$ cat src/rtl/serial_subtractor.sv
// rtl/serial_subtractor.sv - bit-serial a - b - bin, LSB first, one full-subtractor cell
// Optional signed overflow output: define SERIAL_SUB_OVF_EN.
module serial_subtractor #(
    parameter int WIDTH = 8
) (
    input  logic             clk,
    input  logic             rst,
    input  logic             start,
    input  logic [WIDTH-1:0] a,
    input  logic [WIDTH-1:0] b,
    input  logic             bin,
    output logic             busy,
    output logic             done,
    output logic [WIDTH-1:0] diff,
    output logic             bout
`ifdef SERIAL_SUB_OVF_EN
    ,
    output logic             ovf
`endif
);

    localparam int CW = $clog2(WIDTH + 1);

    typedef enum logic [1:0] {
        IDLE  = 2'd0,
        SHIFT = 2'd1,
        DONE  = 2'd2
    } state_t;

    state_t state, state_nx;

    logic [WIDTH-1:0] a_sh;
    logic [WIDTH-1:0] b_sh;
    logic [WIDTH-1:0] r_sh;
    logic             br;
    logic [CW-1:0]    cnt;

    logic x, y, d, br_nx, last, accept;

    assign x      = a_sh[0];
    assign y      = b_sh[0];
    assign d      = x ^ y ^ br;
    assign br_nx  = (~x & y) | (~(x ^ y) & br);
    assign last   = (cnt == CW'(WIDTH - 1));
    // DONE accepts a new request just like IDLE, giving back-to-back operation
    assign accept = start && (state == IDLE || state == DONE);

    assign busy = (state == SHIFT);
    assign done = (state == DONE);

    always_ff @(posedge clk or posedge rst) begin
        if (rst) begin
            state <= IDLE;
        end else begin
            state <= state_nx;
        end
    end

    always_comb begin
        state_nx = state;
        case (state)
            IDLE:    if (start) state_nx = SHIFT;
            SHIFT:   if (last) state_nx = DONE;
            DONE:    state_nx = start ? SHIFT : IDLE;
            default: state_nx = IDLE;
        endcase
    end

    always_ff @(posedge clk or posedge rst) begin
        if (rst) begin
            a_sh <= '0;
            b_sh <= '0;
            r_sh <= '0;
            br   <= 1'b0;
            cnt  <= '0;
            diff <= '0;
            bout <= 1'b0;
        end else if (accept) begin
            a_sh <= a;
            b_sh <= b;
            r_sh <= '0;
            br   <= bin;
            cnt  <= '0;
        end else if (state == SHIFT) begin
            a_sh <= a_sh >> 1;
            b_sh <= b_sh >> 1;
            r_sh <= {d, r_sh[WIDTH-1:1]};
            br   <= br_nx;
            cnt  <= cnt + CW'(1);
            if (last) begin
                diff <= {d, r_sh[WIDTH-1:1]};
                bout <= br_nx;
            end
        end
    end

`ifdef SERIAL_SUB_OVF_EN
    // Operand sign bits are kept because the shift registers lose them during SHIFT
    logic a_msb, b_msb;

    always_ff @(posedge clk or posedge rst) begin
        if (rst) begin
            a_msb <= 1'b0;
            b_msb <= 1'b0;
            ovf   <= 1'b0;
        end else if (accept) begin
            a_msb <= a[WIDTH-1];
            b_msb <= b[WIDTH-1];
        end else if (state == SHIFT && last) begin
            ovf <= (a_msb != b_msb) && (d != a_msb);
        end
    end
`endif

endmodule

$ cat config.mk
export PLATFORM = sky130hd
export DESIGN_NAME = serial_subtractor
export DESIGN_NICKNAME = d
export VERILOG_FILES = /design/src/rtl/serial_subtractor.sv
export SDC_FILE = /design/constraint.sdc
export NUM_CORES = 1
export LEC_CHECK = 0
export BUFFER_PORTS_ARGS = -buffer_cell sky130_fd_sc_hd__buf_2
export CORE_ASPECT_RATIO = 1.4
export CORE_MARGIN = 5
export CORE_UTILIZATION = 57
export CTS_CLUSTER_DIAMETER = 120
export DETAILED_ROUTE_END_ITERATION = 10
export PLACE_DENSITY = 0.87
export SLEW_MARGIN = 20
export SYNTH_ARGS = -nofsm -noshare
export SYNTH_HDL_FRONTEND = slang
export SYNTH_SLANG_ARGS = --single-unit
$ cat constraint.sdc
create_clock -name clk -period 4.65 [get_ports clk]
set_input_delay 0.2325 -clock clk [delete_from_list [all_inputs] [get_ports clk]]
set_output_delay 0.2325 -clock clk [all_outputs]
set_load 0.01 [all_outputs]
After elaboration in Yosys (flattened, before gate mapping) --
Cells that the tools add are included.
Storage, ports and cells: flip-flop bits (word level) 40, output and inout port bits 11, input bits 20
Cells by class: equality and inequality tests 5, reduce and logical (&&, ||, !) cells 6, add/sub/neg operators 1, multiplexer cells 14, bitwise operators 8
Operators by type and width (number):
- $mux W8 | 6
- $mux W4 | 2
- $pmux W2 S3 | 1
- $add A4 B1 Y4 const B | 1
- $eq A4 B3 Y1 const B | 1
- $mux W2 | 2
- $mux W1 | 3
- $not A1 Y1 | 3
- $reduce_and A3 Y1 | 1
- $and A1 B1 Y1 | 2
- $eq A2 B1 Y1 const B | 1
- $eq A2 B2 Y1 const B | 1
- $logic_not A2 Y1 | 1
- $ne A2 B1 Y1 const B | 1
- $ne A2 B2 Y1 const B | 1
- $reduce_and A2 Y1 | 1
- $reduce_bool A2 Y1 | 1
- $xor A1 B1 Y1 | 2
- $logic_and A1 B1 Y1 | 1
- $logic_or A1 B1 Y1 | 1
- $or A1 B1 Y1 | 1

Depth between registers and ports, before layout --
depth in word-level cells 6, gate-level depth with buffers 6, gate-level depth less buffers 4

Worst setup path before layout --
No wires, ideal clock.
path type reg2reg, start point register state[1], end point register diff[0], data arrival time 1.342 ns, library setup time 0.125 ns, stages on the path, launching flop included 5, path slack 3.183 ns, period minus slack after synthesis 1.467 ns, path buffers 1, required time 4.525 ns, path through dfrtp_1 nand2b_1 buf_6 nor3_4 mux2_2
On the way: longest elaborated chain between the ends 5, elaborated cells between the ends (all ways) 7, those cells by class 2 x eq/ne; 1 x bitwise; 4 x reduce/logical
RTL lines:
- from (decl) | RTL line 30 | state_t state, state_nx;
- from (signal assigned) | RTL line 55 | state <= state_nx;
- $eq A2 B2 Y1 or $logic_not A2 Y1 (tied branches) | RTL line 46 | assign accept = start && (state == IDLE || state == DONE);
- $logic_or A1 B1 Y1 | RTL line 46
- $logic_and A1 B1 Y1 | RTL line 46
- $not A1 Y1 (no line)
- $reduce_and A3 Y1 (no line) (*)
- to (signal assigned) | RTL line 91 | diff <= {d, r_sh[WIDTH-1:1]};
- to (decl) | RTL line 14 | output logic [WIDTH-1:0] diff,
Every way passes the cells marked *; elsewhere a longest branch is shown, timed or not. A chain may end at the register's enable or synchronous reset.

Worst setup path after layout --
start point register state[0], end point register br
On the way: longest elaborated chain between the ends 4, elaborated cells between the ends (all ways) 7, those cells by class 2 x eq/ne; 1 x mux; 4 x reduce/logical
RTL lines:
- $eq A2 B2 Y1 or $logic_not A2 Y1 (tied branches) | RTL line 46
- $logic_or A1 B1 Y1 | RTL line 46
- $logic_and A1 B1 Y1 | RTL line 46
- $mux W1 or $reduce_bool A2 Y1 (tied branches)
- to (signal assigned) | RTL line 82 | br <= bin;
- to (signal assigned) | RTL line 88 | br <= br_nx;
- to (decl) | RTL line 35 | logic br;
Parallel ways exist; a longest one is shown, timed or not.

==> run_results.csv <==
group,metric,value,unit
floorplan,core-area,0.00279,mm^2
clocking,clock_path_buffers,2,
power_and_ir_drop,powerDensity,717,mW/mm^2
routing,drc_errors,0,
floorplan,dieArea,0.00402,mm^2
synthesis,synth.net_count,157,
timing,max_freq,424,MHz
synthesis,synthCells,135,
clocking,root_buffer,"clkbuf_8",
layout,fin_nets,186,
timing,max_slew_margin,0.470,
synthesis,seq_area_frac_synth,0.603,
clocking,post_cts_resize_count,0,
floorplan,die_w,55.0,um
floorplan,fp-row-count,23,
routing,wirelength,3240,um
clocking,postCtsSetupRepairBufs,0,
routing,ant_nets,0,
floorplan,pin_count,31,
routing,first_iter_violations,43,
floorplan,start_util,0.580,
layout,layout_common_cells,"dfrtp_1 (39), buf_2 (30), nand2_1 (17)",
layout,area_growth,16.9,%
grt,track_usage,0.198,
grt,grt_remaining_overflow,0,
synthesis,yosysWarningCount,0,
timing,layout_min_cycle_time,2.36,ns
synthesis,async_reset_ff_frac,1.00,
critical_path,critPathCaptureType,"register",
synthesis,synth_ff_type,"dfrtp_1",
placement,numPortBuffers,30,
clocking,numCtsBuffers,5,
clocking,htree_num_levels,2,
synthesis,syn_area_per_cell,12.0,um^2
placement,dp.cells,194,
layout,final_common_cell,"dfrtp_1",
synthesis,synth.area.top_cells,"dfrtp_1 (60%), a22o_1 (6.0%), a22oi_1 (5.6%), mux2_2 (5.6%), nand3_1 (4.0%)",
outcome,status,"complete, no violations",
layout,instances_no_fill,202,
critical_path,worst_setup_path_start_kind,"register",
clocking,cts_hold_buf,0,
timing,finalMaxSlewViolations,0,
synthesis,yosys_register_bits,39,
routing,wire_per_inst,16.0,um
routing,route.vias.total,1187,
power_and_ir_drop,leakagePower,0.945,nW
floorplan,fp.dieH,73.0,um
placement,dp_hpwl,2310,um
timing,tightest_slew,0.795,ns
critical_path,crit_type,"register to register",
critical_path,arrival,2.59,ns
grt,grt_pass1_wl,5620,um
timing,hold_viol,0,
timing,rsz0062_at_grt,"false",
clocking,cts_sinks,39,
synthesis,netlist_area,0.00162,mm^2
timing,finalSetupTns,0,ns
timing,min_period_over_period,0.508,
grt,antenna_found_initial,0,
clocking,clkTransAtPathRegs,0.07,ns
worst_hold_path,hold_class,"input port to asynchronous set/reset pin",
timing,hold_ws,0.0451,ns
timing,clock-skew-final,0.00588,ns
power_and_ir_drop,vdd_ir_drop_max,0.000370,V
clocking,insertion_delay,0.29,ns
layout,final_layout_size_suffix_gt1_frac,0.297,
synthesis,synth_top_cell_area_share,0.603,
routing,vias_per_cell,5.88,
flow_run,cap_violations,0,
routing,drt-pass1-iter-count,4,
grt,grt_max_degree,40,
synthesis,synth_edf_count,0,
critical_path,required,4.88,ns
layout,antennaDiodeCount,0,
synthesis,netlist.top_cell.by_area,"dfrtp_1",
critical_path,worstPathMaxFanout,28,
placement,gp_congestion,0.783,
clocking,cts_tree,"yes",
timing,finalSetupViolCount,0,
synthesis,ys_types,24,
grt,grt_pass1_vias,1194,
==> Yosys cell counts, types with 2 or more instances <==
cell      instances
nand3_1          13
mux2i_1           3
mux2_2            8
nand2_1          17
a221o_1           2
nand2b_1          2
o21ai_0           2
nor2b_1           2
nor2_1            3
clkbuf_1          3
a22oi_1          12
dfrtp_1          39
buf_2             5
inv_1             4
a22o_1           11
==> cells by family after synthesis <==
kind of cell | after synthesis | synth area share
multiplexers | 11 | 0.0742
adder cells (fa/ha/maj) | 2 | 0.0201
buffers and inverters | 14 | 0.0410
AO/OA/AOI/OAI | 28 | 0.138
AND/OR/NAND/NOR | 41 | 0.124
flip-flops | 39 | 0.603
==> sequential cells by signal, summed over array words and instances, names as in the netlist <==
register	cells
bout	1
state	2
diff	8
r_sh	7
a_sh	8
cnt	4
b_sh	8
br	1
==> worst max-delay path, cell delays in order, from the launching register on <==
cell and delay (ns):
dfrtp_1 0.40, nand2b_1 0.58, inv_2 0.40, nor2_1 0.65, a221o_1 0.26
==> worst paths after layout <==
path / startpoint / endpoint / slack [ns] / cells after the start
min reg2reg: diff[0] / diff[0] / 0.50 / 1
max in group asynchronous: rst / diff[6] / 4.28 / 3
max reg2reg: state[0] / br / 2.29 / 4
max: state[0] / br / 2.29 / 4
min in group clk: a[7] / a_sh[7] / 0.17 / 2
min: rst / b_sh[7] / 0.05 / 3
==> through the flow <==
step           area (um^2)  worst slack, ns  power [mW]  utilization
2_1_floorplan         1620             3.18       0.949            -
3_3_place_gp          1770             2.47        1.04        0.636
6_report              1890             2.29        1.36        0.678
4_1_cts               1890             2.34        1.37        0.678
5_1_grt               1890             2.09        1.46        0.678
3_5_place_dp          1770             2.37        1.08        0.636
==> cell type report <==
type | count | area [um^2]
flip-flops and latches | 39 | 976
inverters | 5 | 18.8
clock inverters | 2 | 35.0
repair buffers | 31 | 158
clock buffers | 6 | 82.6
well taps | 37 | 46.3
fillers | 225 | 900
multi-input cells | 82 | 576
==> layer usage <==
metal	vias up	track usage	routed length, um	share of wire
met4	0	0.0838	43	0.013
met3	6	0.0634	245	0.076
met2	49	0.296	1690	0.52
li1	538	-	-	-
met1	594	0.261	1260	0.39
met5	-	0	0	0
==> power breakdown <==
part           total (mW)  internal [mW]  switching, mW  leakage, nW
logic               0.476          0.214          0.261        0.396
registers           0.595          0.495         0.0998        0.488
clock network       0.287          0.173          0.113       0.0612
total                1.36          0.883          0.474        0.945
Power figures use the tool's default switching activity.
